[src/rtl/uart_rx.sv]
// Oversampling UART receiver: synchronizes rxd, frames start/data/stop on enable
// ticks, and holds the last good byte with rda/frame_err/overrun status.
module uart_rx #(
   parameter int DATA_BITS  = 8,
   parameter int OVERSAMPLE = 16
) (
   input  logic                 clk,
   input  logic                 rst,
   input  logic                 enable,
   input  logic                 rxd,
   input  logic                 rd_ack,
   output logic [DATA_BITS-1:0] rx_data,
   output logic                 rda,
   output logic                 frame_err,
   output logic                 overrun,
   output logic                 busy
);

   localparam int TW = (OVERSAMPLE > 2) ? $clog2(OVERSAMPLE) : 1;
   localparam int BW = (DATA_BITS > 1) ? $clog2(DATA_BITS) : 1;
   localparam logic [TW-1:0] TICK_ONE  = TW'(1);
   localparam logic [TW-1:0] TICK_MID  = TW'(OVERSAMPLE / 2 - 1);
   localparam logic [TW-1:0] TICK_LAST = TW'(OVERSAMPLE - 1);
   localparam logic [BW-1:0] BIT_ONE   = BW'(1);
   localparam logic [BW-1:0] BIT_LAST  = BW'(DATA_BITS - 1);

   typedef enum logic [1:0] {
      IDLE  = 2'd0,
      START = 2'd1,
      DATA  = 2'd2,
      STOP  = 2'd3
   } state_e;

   logic                 rxd_meta_q;
   logic                 rxd_s_q;
   state_e               state_q,   state_d;
   logic [TW-1:0]        tick_q,    tick_d;
   logic [BW-1:0]        bit_q,     bit_d;
   logic [DATA_BITS-1:0] shift_q,   shift_d;
   logic [DATA_BITS-1:0] rx_data_q, rx_data_d;
   logic                 armed_q,   armed_d;
   logic                 rda_q,     rda_d;
   logic                 fe_q,      fe_d;
   logic                 ov_q,      ov_d;
   logic                 busy_q,    busy_d;

   // Two-flop synchronizer; resets to the idle-high line level.
   always_ff @(posedge clk or posedge rst) begin
      if (rst) begin
         rxd_meta_q <= 1'b1;
         rxd_s_q    <= 1'b1;
      end else begin
         rxd_meta_q <= rxd;
         rxd_s_q    <= rxd_meta_q;
      end
   end

   // Next-state and status logic; acks apply every cycle, framing only on enable.
   always_comb begin
      state_d   = state_q;
      tick_d    = tick_q;
      bit_d     = bit_q;
      shift_d   = shift_q;
      armed_d   = armed_q;
      rx_data_d = rx_data_q;
      rda_d     = rd_ack ? 1'b0 : rda_q;
      fe_d      = rd_ack ? 1'b0 : fe_q;
      ov_d      = rd_ack ? 1'b0 : ov_q;

      if (enable) begin
         case (state_q)
            IDLE: begin
               // Armed only after a high tick, so a held-low line cannot retrigger.
               if (rxd_s_q) begin
                  armed_d = 1'b1;
               end else if (armed_q) begin
                  state_d = START;
                  tick_d  = '0;
                  armed_d = 1'b0;
               end else begin
                  armed_d = armed_q;
               end
            end
            START: begin
               if (tick_q == TICK_MID) begin
                  tick_d  = '0;
                  bit_d   = '0;
                  state_d = rxd_s_q ? IDLE : DATA;
               end else begin
                  tick_d = tick_q + TICK_ONE;
               end
            end
            DATA: begin
               if (tick_q == TICK_LAST) begin
                  tick_d  = '0;
                  shift_d = {rxd_s_q, shift_q[DATA_BITS-1:1]};
                  if (bit_q == BIT_LAST) begin
                     bit_d   = '0;
                     state_d = STOP;
                  end else begin
                     bit_d = bit_q + BIT_ONE;
                  end
               end else begin
                  tick_d = tick_q + TICK_ONE;
               end
            end
            STOP: begin
               if (tick_q == TICK_LAST) begin
                  tick_d  = '0;
                  state_d = IDLE;
                  if (rxd_s_q) begin
                     rx_data_d = shift_q;
                     rda_d     = 1'b1;
                     fe_d      = 1'b0;
                     ov_d      = (rda_q && !rd_ack) ? 1'b1 : ov_d;
                  end else begin
                     fe_d = 1'b1;
                  end
               end else begin
                  tick_d = tick_q + TICK_ONE;
               end
            end
            default: begin
               state_d = IDLE;
               tick_d  = '0;
               bit_d   = '0;
               armed_d = 1'b0;
            end
         endcase
      end else begin
         state_d = state_q;
      end

      busy_d = (state_d != IDLE);
   end

   // State, counters, data path and status registers.
   always_ff @(posedge clk or posedge rst) begin
      if (rst) begin
         state_q   <= IDLE;
         tick_q    <= '0;
         bit_q     <= '0;
         shift_q   <= '0;
         rx_data_q <= '0;
         armed_q   <= 1'b0;
         rda_q     <= 1'b0;
         fe_q      <= 1'b0;
         ov_q      <= 1'b0;
         busy_q    <= 1'b0;
      end else begin
         state_q   <= state_d;
         tick_q    <= tick_d;
         bit_q     <= bit_d;
         shift_q   <= shift_d;
         rx_data_q <= rx_data_d;
         armed_q   <= armed_d;
         rda_q     <= rda_d;
         fe_q      <= fe_d;
         ov_q      <= ov_d;
         busy_q    <= busy_d;
      end
   end

   assign rx_data   = rx_data_q;
   assign rda       = rda_q;
   assign frame_err = fe_q;
   assign overrun   = ov_q;
   assign busy      = busy_q;

endmodule

[config.mk]
export PLATFORM = sky130hd
export DESIGN_NAME = uart_rx
export DESIGN_NICKNAME = d
export VERILOG_FILES = /design/src/rtl/uart_rx.sv
export SDC_FILE = /design/constraint.sdc
export NUM_CORES = 1
export LEC_CHECK = 0
export CORE_MARGIN = 3
export CORE_UTILIZATION = 55
export CTS_CLUSTER_DIAMETER = 40
export DETAILED_ROUTE_END_ITERATION = 6
export GPL_ROUTABILITY_DRIVEN = 0
export PLACE_DENSITY = 0.82
export SLEW_MARGIN = 20
export SYNTH_ARGS = -nofsm -noshare
export SYNTH_HDL_FRONTEND = slang
export SYNTH_SLANG_ARGS = --single-unit
export TNS_END_PERCENT = 20
[constraint.sdc]
create_clock -name clk -period 2.2 [get_ports clk]
set_input_delay 0.44 -clock clk [delete_from_list [all_inputs] [get_ports clk]]
set_output_delay 0.44 -clock clk [all_outputs]
set_load 0.02 [all_outputs]
# Word-level counts from Yosys, hierarchy flattened
# Cells that the tools add are included.
# word_totals
wordCells	70
rom_bits	0
reg_bits	32
ramBits	0
latch_bits	0
output_inout_bits	12
n_memories	0
# op_classes
mul	0
n_eq_ne	10
reduce_logical	11
n_div	0
addsub	2
bitwise	0
muxes	35
shifts	0
order_cmp	0
# op_table
operator	n
$mux W1	17
$mux W2	8
$mux W4	4
$pmux W4 S3	1
$mux W3	3
$ne A2 B2 Y1 const B	4
$pmux W2 S4	1
$reduce_and A4 Y1	2
$pmux W3 S2	1
$reduce_and A3 Y1	2
$add A4 B1 Y4 const B	1
$eq A2 B2 Y1 const B	2
$eq A4 B3 Y1 const B	1
$eq A4 B4 Y1 const B	1
$reduce_bool A2 Y1	2
$add A3 B1 Y3 const B	1
$eq A3 B3 Y1 const B	1
$eq A2 B1 Y1 const B	1
$logic_not A2 Y1	1
$reduce_and A2 Y1	1
$reduce_or A2 Y1	1
$logic_and A1 B1 Y1	1
$logic_not A1 Y1	1

# Longest topological paths before layout
# Gate-level depths: netlist of the first run.
# logic_depth
depth_word	7
ltp_mapped	5
ltp_nobuf	5

# Worst setup path before layout of the first run
# OpenSTA, ideal clock, no wires.
# synth_timing
kind	reg-to-reg
startpoint	register tick_q[0]
endpoint	register shift_q[0]
t_arrival_ps	1440
n_path_buf	1
setup_slack_ps	636
setup_time_ps	125
period_less_slack_ps	1564
path_stages_with_launch	6
required_ps	2075
cell_sequence	dfrtp_1 ha_1 buf_4 nand3_4 nor3_4 mux2_2
# synth_between
elab_chain_cells	2
# synth_lines
item	line	text
start, declared	37	logic [TW-1:0] tick_q, tick_d;
start signal, assigned	152	tick_q <= tick_d;
$eq A4 B4 Y1	94	if (tick_q == TICK_LAST) begin
$reduce_and A3 Y1 (no line)	n/a	
end signal, assigned	154	shift_q <= shift_d;
end, declared	39	logic [DATA_BITS-1:0] shift_q, shift_d;
# Every way passes these cells.
# A chain may end at the register's enable or synchronous reset.

# Worst setup path after layout of the first run
# Same ends and word-level chain as after synthesis.

==> impl_metrics.csv, run 1 <==
group,metric,value,unit
status,status,"finished clean",
cts,cts_tree,"yes",
routing,ant_nets,0,
timing,rsz0062_at_grt,"no",
timing,finalCritPeriodShare,85.7,%
global_route,grt_use_total,18.8,%
setup_path,critPathLaunchType,"register",
routing,wl_met2,1280,µm
floorplanning,coreArea,2570,µm²
global_route,grt_pass1_vias,1044,
power_and_ir_drop,peakVddDrop,0.000752,V
routing,drt-pass1-iter-count,4,
setup_path,worst_path_max_delay_cell,"nor3_4",
routing,drt-vias-per-instance,5.88,
timing,hold_viol_final,0,
cts,cts_buffer_depth,2,
synthesis,yosys.cell_types.count,44,
layout,drive_gt1_share,29.0,%
synthesis,netlist_instances,118,
routing,totalWireLength,2700,µm
floorplanning,io_pins,17,
floorplanning,die_w,58.7,µm
routing,via_count,987,
setup_path,worstPathRequired,2.43,ns
min_path,hold_class,"register to register",
cts,clock_latency,0.34,ns
placement,post-dp-hpwl,1840,µm
synthesis,synth-simple-area-share,12.9,%
routing,met1_length,1190,µm
cts,cts_setup_buffers,0,
synthesis,synth_edf_count,0,
timing,whs,0.364,ns
layout,syn_to_final_growth,16.2,%
layout,stdcell_count,168,
placement,dp_cells,160,
synthesis,ys_ff_latch,32,
cts,cts_made_buffers,5,
synthesis,synth.largest_area_cell,"dfrtp_1",
power_and_ir_drop,p_leak,0.837,nW
synthesis,synth_nets,126,
global_route,grt_pass1_wl,4720,µm
timing,worst_pin_slew,0.532,ns
routing,route.detailed.drc,0,
routing,highest_layer,"met4",
setup_path,worst_path_largest_cell_delay,0.41,ns
timing,slew-limit-headroom,64.5,%
floorplanning,start_util,59.5,%
timing,fin_setup_tns,0,ns
timing,period_minus_slack,1.89,ns
placement,portBuffers,16,
synthesis,synth_top_area_share,49.2,%
floorplanning,die_y,58.7,µm
synthesis,synth_ff_type,"dfrtp_1",
layout,fill_cells,210,
routing,avgRoutedWirePerCell,16.0,µm
synthesis,synth_top_family_by_area,"multiplexers",
routing,drt_iter0_drc,24,
timing,fmax,530,MHz
setup_path,crit_type,"register to register",
global_route,overflow,0,
layout,final_core_util,69.1,%
min_path,holdPathStages,0,
synthesis,synthMuxAreaShare,16.1,%
layout,num_antenna_cells,0,
synthesis,synth_xor_area_share,0.574,%
global_route,antenna_found_initial,0,
cts,cts_sinks,32,
synthesis,synth.cell_area,1530,µm²
floorplanning,die-area,3440,µm²
timing,finalClockSkew,0.00344,ns
synthesis,yosys-top-cells-area,"dfrtp_1 (49%), mux2_2 (15%), dfstp_2 (3.4%)",
setup_path,cp-end-kind,"register",
synthesis,synth_area_per_cell,12.9,µm²
synthesis,synthAdderAreaFrac,2.46,%
setup_path,worstPathMaxFanout,9,
synthesis,ys_warn_count,0,
synthesis,yosysSeqAreaShare,52.6,%
synthesis,synthArstFlopShare,100,%
cts,path_clk_slew,0.10,ns
routing,met3RoutedLength,142,µm
setup_path,arrival,2.12,ns
cts,h-tree-depth,2,
timing,setup_viol,0,
setup_path,crit_path_cell_trace,"ha_1 > nand3_4 > nor3_4 > mux2_2",
timing,report.final.slew_viol_count,0,
power_and_ir_drop,powerDensity,812,nW/µm²
flow_run,drv_cap,0,
synthesis,synth_compound_area_share,10.7,%
cts,root_buffer,"clkbuf_4",
setup_path,rr_worst_depth,4,
floorplanning,placementRows,18,
global_route,grt_max_degree,33,
cts,ctsResizeCount,0,
layout,nets,145,
cts,hold_buffers,0,
## layer usage
layer | up-vias | GRT usage, %
met5 | - | 0
met4 | 0 | 12.0
met3 | 10 | 5.48
met2 | 30 | 28.9
met1 | 480 | 23.3
li1 | 467 | -
## state kept, by name, indices dropped and copies added, names as in the netlist
signal / count
rx_data: 8
rda: 1
rxd_s_q: 1
tick_q: 4
shift_q: 8
frame_err: 1
bit_q: 3
busy: 1
overrun: 1
armed_q: 1
rxd_meta_q: 1
state_q: 2
## where the power goes
| group | leakage [nW] | switching (mW) | internal, mW |
|---|---|---|---|
| Clock | 0.0422 | 0.200 | 0.238 |
| Combinational | 0.365 | 0.139 | 0.131 |
| Sequential | 0.430 | 0.0910 | 0.641 |
| Total | 0.837 | 0.430 | 1.01 |
## path summary, 6_finish.rpt
kind	from	endpoint	slack [ns]
worst max register to register	tick_q[0]$_DFFE_PP0P_	shift_q[0]$_DFFE_PP0P_	0.31
max in group asynchronous	rst	rxd_s_q$_DFF_PP1_	1.42
worst min-delay path	rxd_meta_q$_DFF_PP1_	rxd_s_q$_DFF_PP1_	0.36
worst min register to register	rxd_meta_q$_DFF_PP1_	rxd_s_q$_DFF_PP1_	0.36
min in group asynchronous	rst	shift_q[1]$_DFFE_PP0P_	0.47
worst max-delay path	tick_q[0]$_DFFE_PP0P_	shift_q[0]$_DFFE_PP0P_	0.31
## cells in the mapped netlist (2+ instances only)
cell / number
dfstp_2: 2
and3_1: 3
nand4_1: 2
o211ai_1: 3
nand2b_1: 2
dfrtp_1: 30
mux2_2: 20
o21ai_0: 2
o21a_1: 2
nor2b_1: 4
mux2i_1: 2
buf_2: 3
inv_1: 6
ha_1: 3
buf_4: 3
nand2_1: 3
## cell families after synthesis
group,Yosys count
adders and majority gates,3
DFF,32
and+or+nand+nor,27
muxes,22
buffers and inverters,13
xor gates and xnor gates,1
AOI/OAI and AO/OA,20
## cell usage in the layout (no fill, tap or decap), types with 3 or more instances in the layout
master	instances
nand2_1	3
ha_1	3
dfrtp_1	30
nor2b_1	4
clkbuf_4	5
and3_1	3
o211ai_1	3
mux2_2	20
inv_1	6
buf_4	3
clkdlybuf4s50_1	16
## area by class of cell
type	instances	area, µm²	area share (%)
multi-input cells	73	652	36.7
repair buffers	19	183	10.3
inverters	6	22.5	1.27
clock inverters	2	35.0	1.97
clock buffers	6	41.3	2.33
flip-flops and latches	32	803	45.3
well taps	30	37.5	2.12
## critical path: cells and delay by family (launching register included)
family	cells	cell delay, ns
flip-flops	1	0.40
multiplexers	1	0.40
AND/OR/NAND/NOR	2	0.59
adder cells (fa/ha/maj)	1	0.39
## stage by stage
stage / instance area [µm²] / power, mW / worst slack [ns]
floorplan: 1530 / 0.964 / 0.636
global placement: 1700 / 0.986 / 0.283
detailed placement: 1700 / 1.01 / 0.249
CTS: 1770 / 1.45 / 0.316
global route: 1770 / 1.51 / 0.206
finish: 1770 / 1.44 / 0.314
(Power assumes the default switching activity.)
==> run 2, diff against run 1 <==
- clock period: 2.2 -> 2.05 ns (I/O delays scaled with it)
==> impl_metrics.csv, run 2 (same netlist as run 1, synthesis figures left out) <==
group,metric,value,unit
status,status,"finished clean",
timing,hold_viol_final,0,
setup_path,rrSetupSlack,0.16,ns
routing,totalWireLength,2690,µm
placement,post-dp-hpwl,1890,µm
layout,final_common_cell,"dfrtp_1",
placement,post-place-ws,0.111,ns
min_path,hold_class,"register to register",
global_route,antenna_found_initial,0,
floorplanning,die_y,58.7,µm
cts,path_clk_slew,0.10,ns
routing,drt_iter0_drc,32,
layout,fill_cells,186,
routing,drt-vias-per-instance,5.91,
flow_run,drv_cap,0,
timing,report.final.slew_viol_count,0,
timing,setup_viol,0,
placement,portBuffers,16,
setup_path,worstPathMaxFanout,9,
placement,dpl_cell_area,1710,µm²
cts,cts_made_buffers,5,
cts,h-tree-depth,2,
global_route,grt_max_degree,33,
setup_path,worstPathRequired,2.28,ns
layout,design_area,1790,µm²
timing,period_minus_slack,1.89,ns
layout,multi_input_area,652,µm²
timing,finalCritPeriodShare,92.3,%
routing,ant_nets,0,
timing,fmax,528,MHz
global_route,overflow,0,
layout,final_cell_mix,"dfrtp_1 (30), mux2_2 (20), clkdlybuf4s50_1 (16)",
timing,fin_setup_tns,0,ns
timing,worst_pin_slew,0.433,ns
timing,setup_ws,0.157,ns
routing,drt-pass1-iter-count,4,
layout,nets,146,
routing,route.detailed.drc,0,
floorplanning,die-area,3440,µm²
timing,finalClockSkew,0.00836,ns
layout,num_antenna_cells,0,
power_and_ir_drop,powerDensity,872,nW/µm²
floorplanning,coreArea,2570,µm²
cts,clock_latency,0.34,ns
floorplanning,start_util,59.5,%
power_and_ir_drop,p_leak,0.842,nW
cts,cts_buffer_depth,2,
routing,avgRoutedWirePerCell,15.9,µm
cts,root_buffer,"clkbuf_4",
cts,hold_buffers,0,
cts,ctsResizeCount,0,
layout,drive_gt1_share,30.2,%
layout,regArea,803,µm²
global_route,grt_use_total,18.8,%
timing,slew-limit-headroom,71.1,%
power_and_ir_drop,power,1.56,mW
global_route,grt_pass1_vias,1068,
floorplanning,die_w,58.7,µm
min_path,hold_path.startpoint,"rxd_meta_q$_DFF_PP1_",
setup_path,cp-startpoint,"tick_q[0]$_DFFE_PP0P_",
setup_path,r2r-start,"tick_q[0]$_DFFE_PP0P_",
floorplanning,io_pins,17,
global_route,grt_pass1_wl,4850,µm
setup_path,cp-end-kind,"register",
layout,syn_to_final_growth,17.0,%
cts,cts_tree,"yes",
routing,via_count,998,
setup_path,crit_type,"register to register",
setup_path,arrival,2.12,ns
timing,rsz0062_at_grt,"no",
setup_path,critPathLaunchType,"register",
floorplanning,placementRows,18,
power_and_ir_drop,peakVddDrop,0.000812,V
cts,cts_setup_buffers,0,
cts,cts_sinks,32,
==> run 2: worst paths after layout <==
kind	endpoint	cells after the start
max in group asynchronous	rxd_meta_q$_DFF_PP1_	3
setup reg to reg	shift_q[4]$_DFFE_PP0P_	4
setup / recovery	shift_q[4]$_DFFE_PP0P_	4
hold reg to reg	rxd_s_q$_DFF_PP1_	0
min in group asynchronous	rx_data[2]$_DFFE_PP0P_	3
hold / removal	rxd_s_q$_DFF_PP1_	0
==> run 2: critical path, cell delays in order (launching register included) <==
cell and delay (ns):
dfrtp_1 0.39, ha_1 0.40, nand3_4 0.18, nor3_4 0.43, mux2_2 0.39
==> run 2: power by group <==
group	switching, mW	internal (mW)
registers	0.0881	0.688
logic	0.154	0.144
clock network	0.228	0.254
==> run 2: area by class of cell <==
type | instances | area share [%]
Sequential cell | 32 | 45.0
Multi-Input combinational cell | 73 | 36.5
Timing Repair Buffer | 20 | 10.7
Clock inverter | 3 | 2.38
Clock buffer | 5 | 2.10
Tap cell | 30 | 2.10
Inverter | 6 | 1.26
==> run 2: stage by stage <==
step	hold WS [ns]	cells	util (%)
after floorplan	0.345	118	-
after global routing	0.374	169	69.5
after detailed placement	0.349	161	66.4
after global placement	0.346	161	66.4
final	0.363	169	69.5
after CTS	0.364	169	69.5
==> run 2: metal layers <==
layer  share of wire, %  routed length [µm]  track usage, %
met2                 48                1300            30.5
met5                  0                   0               0
met3                4.8                 128            4.61
met4                1.7                  45            8.74
met1                 45                1220            23.8
==> run 3, diff against run 2 <==
- CORE_MARGIN: 3 -> 2
==> impl_metrics.csv, run 3 (same netlist as run 1, synthesis figures left out) <==
group,metric,value,unit
setup_path,worstReg2RegEnd,"shift_q[1]$_DFFE_PP0P_",
setup_path,cp-end-kind,"register",
placement,post-dp-hpwl,2140,µm
timing,finalClockSkew,0.00902,ns
power_and_ir_drop,powerDensity,820,nW/µm²
timing,worst_pin_slew,0.463,ns
floorplanning,die-area,3210,µm²
setup_path,worst_path_largest_cell_delay,0.45,ns
routing,totalWireLength,2830,µm
cts,h-tree-depth,2,
routing,drt-pass1-iter-count,4,
routing,avgRoutedWirePerCell,16.5,µm
cts,cts_made_buffers,5,
global_route,grt_pass1_wl,4830,µm
routing,via_count,986,
cts,hold_buffers,0,
floorplanning,die_w,56.7,µm
setup_path,rr_worst_depth,4,
setup_path,r2r-start,"tick_q[0]$_DFFE_PP0P_",
cts,cts_buffer_depth,2,
global_route,overflow,0,
cts,root_buffer,"clkbuf_4",
global_route,grt_pass1_vias,1035,
routing,drt_iter0_drc,15,
placement,portBuffers,16,
global_route,grt_use_total,20.2,%
cts,ctsResizeCount,0,
layout,drive_gt1_share,30.0,%
layout,final_cell_mix,"dfrtp_1 (30), mux2_2 (20), clkdlybuf4s50_1 (16)",
timing,fmax,525,MHz
setup_path,worstPathRequired,2.26,ns
timing,whs,0.290,ns
cts,cts_setup_buffers,0,
layout,final_common_cell,"dfrtp_1",
setup_path,crit_path_cell_trace,"ha_1 > nand3_4 > nor3_4 > mux2_2",
floorplanning,placementRows,19,
timing,report.final.slew_viol_count,0,
layout,nets,147,
layout,num_antenna_cells,0,
timing,rsz0062_at_grt,"no",
timing,setup_ws,0.145,ns
cts,cts_sinks,32,
min_path,hold_class,"input pin to asynchronous set/reset pin",
routing,drt-vias-per-instance,5.77,
status,status,"finished clean",
layout,syn_to_final_growth,16.4,%
global_route,antenna_found_initial,0,
floorplanning,io_pins,17,
timing,setup_viol,0,
routing,ant_nets,0,
routing,route.detailed.drc,0,
floorplanning,coreArea,2690,µm²
setup_path,rrSetupSlack,0.14,ns
cts,cts_tree,"yes",
timing,finalCritPeriodShare,92.9,%
placement,post-place-ws,0.0575,ns
setup_path,worstPathMaxFanout,9,
timing,fin_setup_tns,0,ns
cts,path_clk_slew,0.10,ns
floorplanning,die_y,56.7,µm
timing,hold_viol_final,0,
timing,period_minus_slack,1.91,ns
floorplanning,start_util,56.8,%
cts,clock_latency,0.32,ns
global_route,grt_max_degree,20,
flow_run,drv_cap,0,
setup_path,worst_path_max_delay_cell,"nor3_4",
setup_path,arrival,2.11,ns
power_and_ir_drop,p_leak,0.837,nW
setup_path,crit_type,"register to register",
power_and_ir_drop,peakVddDrop,0.000608,V
setup_path,critPathLaunchType,"register",
timing,slew-limit-headroom,69.0,%
## run 3: cell types whose count changed in the layout (fill, tap and decap cells not counted)
cell / change
bufinv_16: -1
buf_4: +1
clkbuf_8: +1
clkinv_2: -1
clkbuf_1: +1
## run 3: area by class of cell
type / count / area, µm²
sequential: 32 / 803
fill: 197 / 910
clock buffer: 7 / 55.1
timing repair buffer: 21 / 198
inverter: 6 / 22.5
clock inverter: 1 / 7.51
multi-input combinational: 73 / 652
tap: 31 / 38.8
## run 3: worst max-delay path: cells and delay by family (launching register included)
family                   cells  cell delay [ns]
AND/OR/NAND/NOR              2             0.63
multiplexers                 1             0.40
flip-flops                   1             0.39
adder cells (fa/ha/maj)      1             0.37
## run 3: worst max path at each step
| stage | from | to | depth (start not counted) |
|---|---|---|---|
| floorplan | tick_q[0]$_DFFE_PP0P_ | shift_q[0]$_DFFE_PP0P_ | 5 |
| global placement | enable | shift_q[7]$_DFFE_PP0P_ | 4 |
| detailed placement | enable | shift_q[1]$_DFFE_PP0P_ | 4 |
| CTS | tick_q[0]$_DFFE_PP0P_ | shift_q[1]$_DFFE_PP0P_ | 4 |
| global route | tick_q[1]$_DFFE_PP0P_ | shift_q[6]$_DFFE_PP0P_ | 4 |
| finish | tick_q[0]$_DFFE_PP0P_ | shift_q[1]$_DFFE_PP0P_ | 4 |
## run 3: power breakdown
| group | internal (mW) | switching [mW] | leakage (nW) |
|---|---|---|---|
| combinational | 0.144 | 0.163 | 0.375 |
| sequential | 0.688 | 0.0895 | 0.430 |
| clock | 0.168 | 0.205 | 0.0315 |
## run 3: through the flow
step / instances / instance area (µm²) / util (%) / power, mW
after floorplan: 118 / 1530 / - / 1.03
after CTS: 171 / 1780 / 66.1 / 1.47
after global routing: 171 / 1780 / 66.1 / 1.54
final: 171 / 1780 / 66.1 / 1.46
after detailed placement: 163 / 1710 / 63.8 / 1.09
after global placement: 163 / 1710 / 63.8 / 1.06
## run 3: per-layer routing
metal | share of wire [%] | up-vias | global-route usage, %
met1 | 44 | 498 | 25.4
met4 | 1.6 | 0 | 9.18
met5 | 0 | - | 0
met2 | 51 | 15 | 32.6
li1 | - | 467 | -
met3 | 2.5 | 6 | 5.30
